$ cat src/rtl/gray_conv_scheduler.sv
// gray_conv_scheduler
// Round-robin scheduler that shares a single binary-to-Gray converter
// between N requesters. The converted value lands in one registered output
// slot, tagged with the index of its requester. The slot is held until the
// downstream consumer accepts it.
//
// Ports
//   clk        single clock, rising-edge
//   rst_n      synchronous active-low reset
//   req_valid  [N]      per-requester valid
//   req_bin    [N*W]    packed binary values, requester i at [i*W +: W]
//   req_ready  [N]      per-requester accept (one-hot or zero, combinational)
//   out_valid           output slot holds a result
//   out_gray   [W]      Gray-coded result
//   out_id     [IDW]    requester index that produced out_gray
//   out_ready           downstream accepts the result
//   busy                slot occupied or any request pending
module gray_conv_scheduler #(
  parameter int N = 4,
  parameter int W = 4,
  localparam int IDW = $clog2(N)
) (
  input  logic             clk,
  input  logic             rst_n,
  input  logic [N-1:0]     req_valid,
  input  logic [N*W-1:0]   req_bin,
  output logic [N-1:0]     req_ready,
  output logic             out_valid,
  output logic [W-1:0]     out_gray,
  output logic [IDW-1:0]   out_id,
  input  logic             out_ready,
  output logic             busy
);

  // Binary to Gray: each bit is the XOR of itself and its upper neighbour.
  function automatic logic [W-1:0] bin2gray(input logic [W-1:0] b);
    return b ^ (b >> 1);
  endfunction

  logic [IDW-1:0] last_r;
  logic           out_valid_r;
  logic [W-1:0]   out_gray_r;
  logic [IDW-1:0] out_id_r;

  logic           accept_s;
  logic           found_s;
  logic           grant_s;
  logic [IDW-1:0] win_s;
  logic [IDW:0]   sum_s;
  logic [IDW:0]   cand_s;
  logic [N-1:0]   ready_s;
  logic [W-1:0]   sel_bin_s;

  // Round-robin search starting just after the last winner.
  always_comb begin
    accept_s = !out_valid_r || out_ready;
    found_s  = 1'b0;
    win_s    = '0;
    sum_s    = '0;
    cand_s   = '0;
    // One extra bit in sum_s holds last+k (at most 2N-1) before the mod-N fold.
    for (int k = 1; k <= N; k++) begin
      sum_s = {1'b0, last_r} + (IDW+1)'(k);
      if (sum_s >= (IDW+1)'(N)) begin
        cand_s = sum_s - (IDW+1)'(N);
      end else begin
        cand_s = sum_s;
      end
      if (!found_s && req_valid[cand_s[IDW-1:0]]) begin
        found_s = 1'b1;
        win_s   = cand_s[IDW-1:0];
      end else begin
        found_s = found_s;
      end
    end
    // No grant while reset is held, so no handshake completes on a reset edge.
    grant_s = accept_s && found_s && rst_n;
  end

  // One-hot ready for the winner, and the winner's binary value.
  always_comb begin
    ready_s   = '0;
    sel_bin_s = '0;
    if (grant_s) begin
      ready_s[win_s] = 1'b1;
    end else begin
      ready_s = '0;
    end
    for (int i = 0; i < N; i++) begin
      if (win_s == IDW'(i)) begin
        sel_bin_s = req_bin[i*W +: W];
      end else begin
        sel_bin_s = sel_bin_s;
      end
    end
  end

  // Output slot and round-robin pointer.
  always_ff @(posedge clk) begin
    if (!rst_n) begin
      last_r      <= IDW'(N-1);
      out_valid_r <= 1'b0;
      out_gray_r  <= '0;
      out_id_r    <= '0;
    end else if (grant_s) begin
      last_r      <= win_s;
      out_valid_r <= 1'b1;
      out_gray_r  <= bin2gray(sel_bin_s);
      out_id_r    <= win_s;
    end else if (out_ready) begin
      out_valid_r <= 1'b0;
    end else begin
      out_valid_r <= out_valid_r;
    end
  end

  assign req_ready = ready_s;
  assign out_valid = out_valid_r;
  assign out_gray  = out_gray_r;
  assign out_id    = out_id_r;
  assign busy      = out_valid_r || (|req_valid);

endmodule

$ cat config.mk
export PLATFORM = sky130hd
export DESIGN_NAME = gray_conv_scheduler
export DESIGN_NICKNAME = d
export VERILOG_FILES = /design/src/rtl/gray_conv_scheduler.sv
export SDC_FILE = /design/constraint.sdc
export NUM_CORES = 1
export LEC_CHECK = 0
export BUFFER_PORTS_ARGS = -buffer_cell sky130_fd_sc_hd__buf_2
export CAP_MARGIN = 30
export CORE_MARGIN = 3
export CORE_UTILIZATION = 25
export DETAILED_ROUTE_END_ITERATION = 7
export GPL_ROUTABILITY_DRIVEN = 0
export GPL_TIMING_DRIVEN = 0
export SYNTH_ARGS = -nofsm -noshare
export SYNTH_HDL_FRONTEND = slang
export SYNTH_SLANG_ARGS = --single-unit
export TNS_END_PERCENT = 5
$ cat constraint.sdc
create_clock -name clk -period 1.7 [get_ports clk]
set_input_delay 0.085 -clock clk [delete_from_list [all_inputs] [get_ports clk]]
set_output_delay 0.085 -clock clk [all_outputs]
set_load 0.01 [all_outputs]
==> metrics.txt, run 1 <==
outcome finished, final reports clean; Inserted Diodes 0; CP Capture Type register; number of fill cells 278; setup TNS 0 ps; max-cap violation count 0; share of cells above drive strength 1 between 30 and 40%; vias in the first global route about 650; Post-synth EDFFs 0; FF-to-FF End out_gray[3]$_SDFFE_PN0P_; endpoints failing setup 0; post-route setup slack around 150 ps; measured slew at the worst slew-check pin about 370 ps; first-pass GRT wire length roughly 2600 um; R2R setup slack roughly 150 ps; CP Cell Sequence nand2b_1, a21oi_1, a211oi_4, buf_4, mux2_2, o21ai_2; final hold violation count 0; largest family of logic cells by synthesized area compound AO/OA/AOI/OAI gates; DRT Wirelength 1560 um; CTS tree done; Cells after Synth just over 80; FF-to-FF path depth 6; Max clock buf depth 2; largest net degree at the start of global routing 11; hold path cells 3; Tmin final around 1600 ps; wire per inst between 10 and 15 um; CTS buffer count 3; DR DRC count 0; highest clock rate about 640 MHz; CTS Hold Buffers Added 0; startpoint types register; synthesized area around 700 um2; number of synthesized register bits 9; Avg Inst Size Synth between 8 and 9 um2; DIE HEIGHT around 60 um; ys flop type dfxtp_1; die width slightly below 60 um; critical path type register to register; post-synth cell types 24; Core Footprint 0.00254 mm2; WP data required ~1900 ps; Final Max Tran Viols 0; Clk pwr share between 20% and 30%; multiplexer area fraction after synthesis about 18%; routed vias roughly 700; initial antenna violation count 0; Reg area 181 um2; slowest stage cell on the critical path dfxtp_2; Post-Synth Adder-Cell Area 0%; Worst EP arrival between 1500 and 2000 ps; worst-path maximum fanout 5; pre-CTS setup slack roughly 20 ps; Final ANT Viol Nets 0; Sequential Power Share 35.1%; clk_lat worst skew roughly 260 ps; Core Rows 18; worst r2r src last_r[0]$_SDFFE_PN1P_; Internal Pwr Total roughly 0.00050 W; headroom to the max-slew limit approximately 75%; largest vdd supply drop around 470 uV; dominant cells by area after synthesis dfxtp_1 26%, mux2i_1 16%, xnor2_1 15%; Worst-path clk slew about 60 ps; LEAKAGE roughly 0.45 nW; RSZ-0062 raised after global routing no; Seq/Total Area, Yosys a little over a quarter; io pins 35; Async S/R FF share, synth 0%; most frequent cells after synthesis 12 x xnor2_1, 11 x mux2i_1, 9 x dfxtp_1; die area between 0.003 and 0.004 mm2; nets@finish between 100 and 150; Multi-input gate area approximately 480 um2; Initial DRC Count 22; Starting Density about 27%; Via density 4.63; Worst Hold Class input port to register; CP Capture Point out_gray[3]$_SDFFE_PN0P_; worst clock skew ~4.3 ps; area leader, netlist dfxtp_1; synthesized-area fraction occupied by and/or/nand/nor cells approximately 17%; combinational power share between 40% and 50%; largest stage delay on the critical path 370 ps; syn nets roughly 100; most common cell in the synthesized netlist xnor2_1; fin crit share about nine tenths; Sw Ratio 33.3%; CTS Root Cell clkbuf_4; yosys warns 0; H-tree depth 1; synth-to-layout area growth 39.5%; top-area cell type share of the netlist area a little over a quarter; Power Density just under 800 mW/mm2; CTS Sinks 9; post-synthesis xor/xnor area fraction between 15 and 20%; # port buffers 33; switching power approximately 0.00025 W; compound-gate portion of the synthesized area 19.1%; worst setup path start last_r[0]$_SDFFE_PN1P_; gr ovfl total 0; All-Layer GR Usage approximately a tenth; drt pass-1 iters 4; DP Wirelength around 1300 um
[power by group through the flow]
stage | registers [W] | clock network [W] | logic, W
2_1_floorplan | 0.000275 | 0 | 0.000190
3_3_place_gp | 0.000266 | 0 | 0.000291
3_5_place_dp | 0.000265 | 0 | 0.000296
4_1_cts | 0.000261 | 0.000172 | 0.000308
5_1_grt | 0.000267 | 0.000179 | 0.000358
6_report | 0.000263 | 0.000163 | 0.000323
[per-layer routing]
| metal | track usage [%] | routed length, um | vias to the layer above |
|---|---|---|---|
| met2 | 16.4 | 700 | 30 |
| met4 | 3.97 | 17 | 0 |
| li1 | - | - | 362 |
| met3 | 4.17 | 174 | 2 |
| met1 | 10.7 | 670 | 305 |
| met5 | 0 | 0 | - |
[timing repair]
action                                  4_1_cts  5_1_grt
pin swaps                                     1        0
endpoints found under the setup margin        2        5
gates resized for setup                       0        2
setup buffers                                 2        1
[cell families after synthesis]
family	count (synthesis)
flip-flops	9
buffers and inverters	6
AO/OA/AOI/OAI	18
XOR/XNOR	12
AND/OR/NAND/NOR	24
multiplexers	12
[sequential cells by signal, indices dropped and copies added (netlist names)]
name / count
out_id: 2
out_valid: 1
last_r: 2
out_gray: 4
[cell usage in the layout, fill, tap and decap left out, drive strengths merged, types with 2 or more instances in the layout]
cell type | synthesis | layout
clkbuf | 1 | 4
xnor2 | 12 | 12
inv | 4 | 4
a21boi | 2 | 2
nand2 | 5 | 5
nand3 | 5 | 5
buf | 1 | 37
o21ai | 5 | 5
dfxtp | 9 | 9
a21oi | 5 | 5
mux2i | 11 | 11
nor2 | 5 | 5
nand2b | 5 | 5
a211oi | 2 | 2
o21a | 2 | 2
[worst max-delay path, delay by kind of cell, from the launching register on]
kind | cells | cell delay (ps)
simple gates | 1 | 150
buf+inv | 1 | 200
mux | 1 | 350
compound gates | 3 | 420
flops | 1 | 370
[worst min-delay path by stage]
stage	start	to	slack [ps]
3_3_place_gp	out_ready	out_valid$_SDFFE_PN0P_	420
5_1_grt	out_ready	out_valid$_SDFFE_PN0P_	210
2_1_floorplan	req_valid[1]	out_valid$_SDFFE_PN0P_	280
6_report	out_ready	out_valid$_SDFFE_PN0P_	160
3_5_place_dp	out_ready	out_valid$_SDFFE_PN0P_	430
4_1_cts	out_ready	out_valid$_SDFFE_PN0P_	150
[stage by stage]
| stage | util, % | hold slack (ps) | cells | area (um2) | total power, W |
|---|---|---|---|---|---|
| after floorplan | - | 276 | 81 | 687 | 0.000465 |
| after global placement | 35.0 | 421 | 144 | 890 | 0.000558 |
| after detailed placement | 35.0 | 434 | 144 | 890 | 0.000562 |
| after CTS | 36.6 | 153 | 150 | 932 | 0.000741 |
| after global routing | 37.7 | 211 | 151 | 958 | 0.000803 |
| final | 37.7 | 158 | 151 | 958 | 0.000749 |
[layout make-up]
type	count	share of cell area, %
multi-input combinational	66	50.3
sequential	9	18.9
clock buffer	3	2.35
clock inverter	1	0.522
timing repair buffer	36	20.9
inverter	4	1.57
tap	30	3.92
buffer	2	1.57
Power figures use the tool's default switching activity.
==> run 2, diff against run 1 <==
- CELL_PAD_IN_SITES_DETAIL_PLACEMENT: unset -> 1
- CELL_PAD_IN_SITES_GLOBAL_PLACEMENT: unset -> 1
- CORE_UTILIZATION: 25 -> 30
- PLACE_DENSITY_LB_ADDON: unset -> 0.1
==> metrics.txt, run 2 (synthesis gave the netlist of run 1 again) <==
highest clock rate 619 MHz (-3.9%); initial antenna violation count 0 (unchanged); combinational power share 41.9% (-1.3 points); post-route setup slack 84.5 ps (-62.3 ps); R2R setup slack 100 ps (-50 ps); DRT Wirelength 1930 um (+24%); Worst-path clk slew 60 ps (about the same); switching power 0.000258 W (+3.6%); RSZ-0062 raised after global routing no; drt pass-1 iters 3 (-1); Clk pwr share 23.1% (+1.3 points); Starting Density 33.3% (+6.3 points); gr ovfl total 0 (unchanged); Worst Hold Class input port to register; CP Cell Sequence nand2b_1, a21oi_1, a211oi_4, inv_1, nor2_1, buf_2; Levels on crit path 6 (unchanged); Power Density 804 mW/mm2 (+2.8%); All-Layer GR Usage 15.3% (+5.5 points); Max clock buf depth 2 (unchanged); largest net degree at the start of global routing 11 (unchanged); Internal Pwr Total 0.000488 W (-2.3%); hold path cells 3 (unchanged); WP buf/inv 2 (+1); nets@finish 144 (-0.69%); post-route insts no fill 147 (-2.6%); startpoint types register; largest stage delay on the critical path 370 ps (about the same); clk_lat worst skew 270 ps (about the same); measured slew at the worst slew-check pin 418 ps (+50.5 ps); outcome finished, final reports clean; Core Rows 16 (-2); CP Capture Type primary output; DP Wirelength 1520 um (+18%); die area 0.00290 mm2 (-15%); # port buffers 33 (unchanged); worst r2r src last_r[0]$_SDFFE_PN1P_; WP data required 1620 ps (-280 ps); Core Footprint 0.00206 mm2 (-19%); headroom to the max-slew limit 71.9% (-3.4 points); Final Max Tran Viols 0 (unchanged); wire per inst 13.1 um (+27%); CTS Root Cell clkbuf_4; hold endpoint out_valid$_SDFFE_PN0P_; share of cells above drive strength 1 36.7% (-2.2 points); fin crit share 95.0% (+3.7 points); Worst EP arrival 1530 ps (-220 ps); final hold slack 154 ps (-3.94 ps); critical path type register to primary output; Via density 4.95 (+6.8%); pre-CTS setup slack 5.49 ps (-14.7 ps); max reg flops 4 (unchanged); worst-path maximum fanout 5 (unchanged); Sequential Power Share 35.0% (about the same); H-tree depth 1 (unchanged); CTS tree done; LEAKAGE 0.434 nW (-2.9%); die width 53.9 um (-7.8%); final hold violation count 0 (unchanged); endpoints failing setup 0 (unchanged); kind of cell adding the most delay to the critical path flip-flops; # placed instances 141 (-2.1%); synth-to-layout area growth 35.2%; Final ANT Viol Nets 0 (unchanged); slowest stage cell on the critical path dfxtp_2; first-pass GRT wire length 3100 um (+21%); DIE HEIGHT 53.9 um (-7.8%); setup TNS 0 ps (unchanged); Initial DRC Count 1 (-95%); Sw Ratio 34.6% (+1.3 points); CTS Hold Buffers Added 0 (unchanged); routed vias 727 (+4.0%); vias in the first global route 734 (+13%); HP Start out_ready; FF-to-FF path depth 7 (+1); worst clock skew 2.61 ps (-1.70 ps); most frequent cells in the layout 33 x buf_2, 12 x xnor2_1, 11 x mux2i_1, 8 x dfxtp_1; overall power 0.000747 W (-0.37%); FF-to-FF End out_gray[3]$_SDFFE_PN0P_; commonest non-fill, non-tap cell in the layout buf_2; CTS buffer count 3 (unchanged); Inserted Diodes 0 (unchanged); io pins 35 (unchanged); max-cap violation count 0 (unchanged); largest vdd supply drop 506 uV (+7.8%); CTS Sinks 9 (unchanged); Tmin final 1620 ps (+62.3 ps); DR DRC count 0 (unchanged)
==> run 2: changes by cell type in the layout (fill, tap and decap cells not counted) <==
cell / previous run / this run
buf_12: 1 / 0
clkbuf_1: 1 / 2
clkinv_2: 1 / 0
nor3b_1: 0 / 1
nor3b_2: 1 / 0
==> run 2: final cells by class <==
cell class | instances | area (um2)
multi-input cells | 66 | 477
well taps | 27 | 33.8
clock buffers | 4 | 26.3
inverters | 4 | 15.0
fillers | 275 | 1130
plain buffers | 2 | 15.0
flip-flops and latches | 9 | 181
repair buffers | 35 | 180
==> run 2: worst max path at each step <==
stage                          endpoint                   start  slack, ps
6_report                   req_ready[2]  last_r[0]$_SDFFE_PN1P_         80
5_1_grt                    req_ready[2]  last_r[0]$_SDFFE_PN1P_        0.8
4_1_cts                    req_ready[2]  last_r[0]$_SDFFE_PN1P_         30
3_5_place_dp   out_gray[3]$_SDFFE_PN0P_  last_r[0]$_SDFFE_PN1P_          5
3_3_place_gp   out_gray[3]$_SDFFE_PN0P_  last_r[0]$_SDFFE_PN1P_          7
2_1_floorplan  out_gray[3]$_SDFFE_PN0P_  last_r[0]$_SDFFE_PN1P_        190
==> run 2: what timing repair did <==
action,4_1_cts,5_1_grt
resized for setup,0,1
setup endpoints to repair,4,4
pin swaps,1,0
setup buffers,2,0
==> run 2: power by group through the flow <==
stage	Clock [W]	Combinational, W	Sequential [W]
2_1_floorplan	0	0.000190	0.000275
3_3_place_gp	0	0.000296	0.000264
3_5_place_dp	0	0.000301	0.000266
4_1_cts	0.000176	0.000316	0.000261
5_1_grt	0.000185	0.000346	0.000265
6_report	0.000172	0.000313	0.000261
==> run 2: per-stage QoR <==
stage	util, %	instance area (um2)
6_report	45.0	928
5_1_grt	45.0	928
4_1_cts	45.0	927
3_5_place_dp	43.0	886
3_3_place_gp	43.0	886
2_1_floorplan	-	687
==> run 2: metal layers <==
layer | vias to the layer above | part of all wire, % | track usage [%]
met5 | - | 0 | 0
met4 | 0 | 0.93 | 5.11
met3 | 4 | 7.9 | 4.99
met2 | 23 | 53 | 28.8
met1 | 341 | 38 | 15.5
li1 | 359 | - | -
==> run 2: tightest hold or removal path: cells and delay by family <==
| family | cells | cell delay, ps |
|---|---|---|
| buf+inv | 1 | 70 |
| simple gates | 1 | 130 |
| compound gates | 1 | 90 |
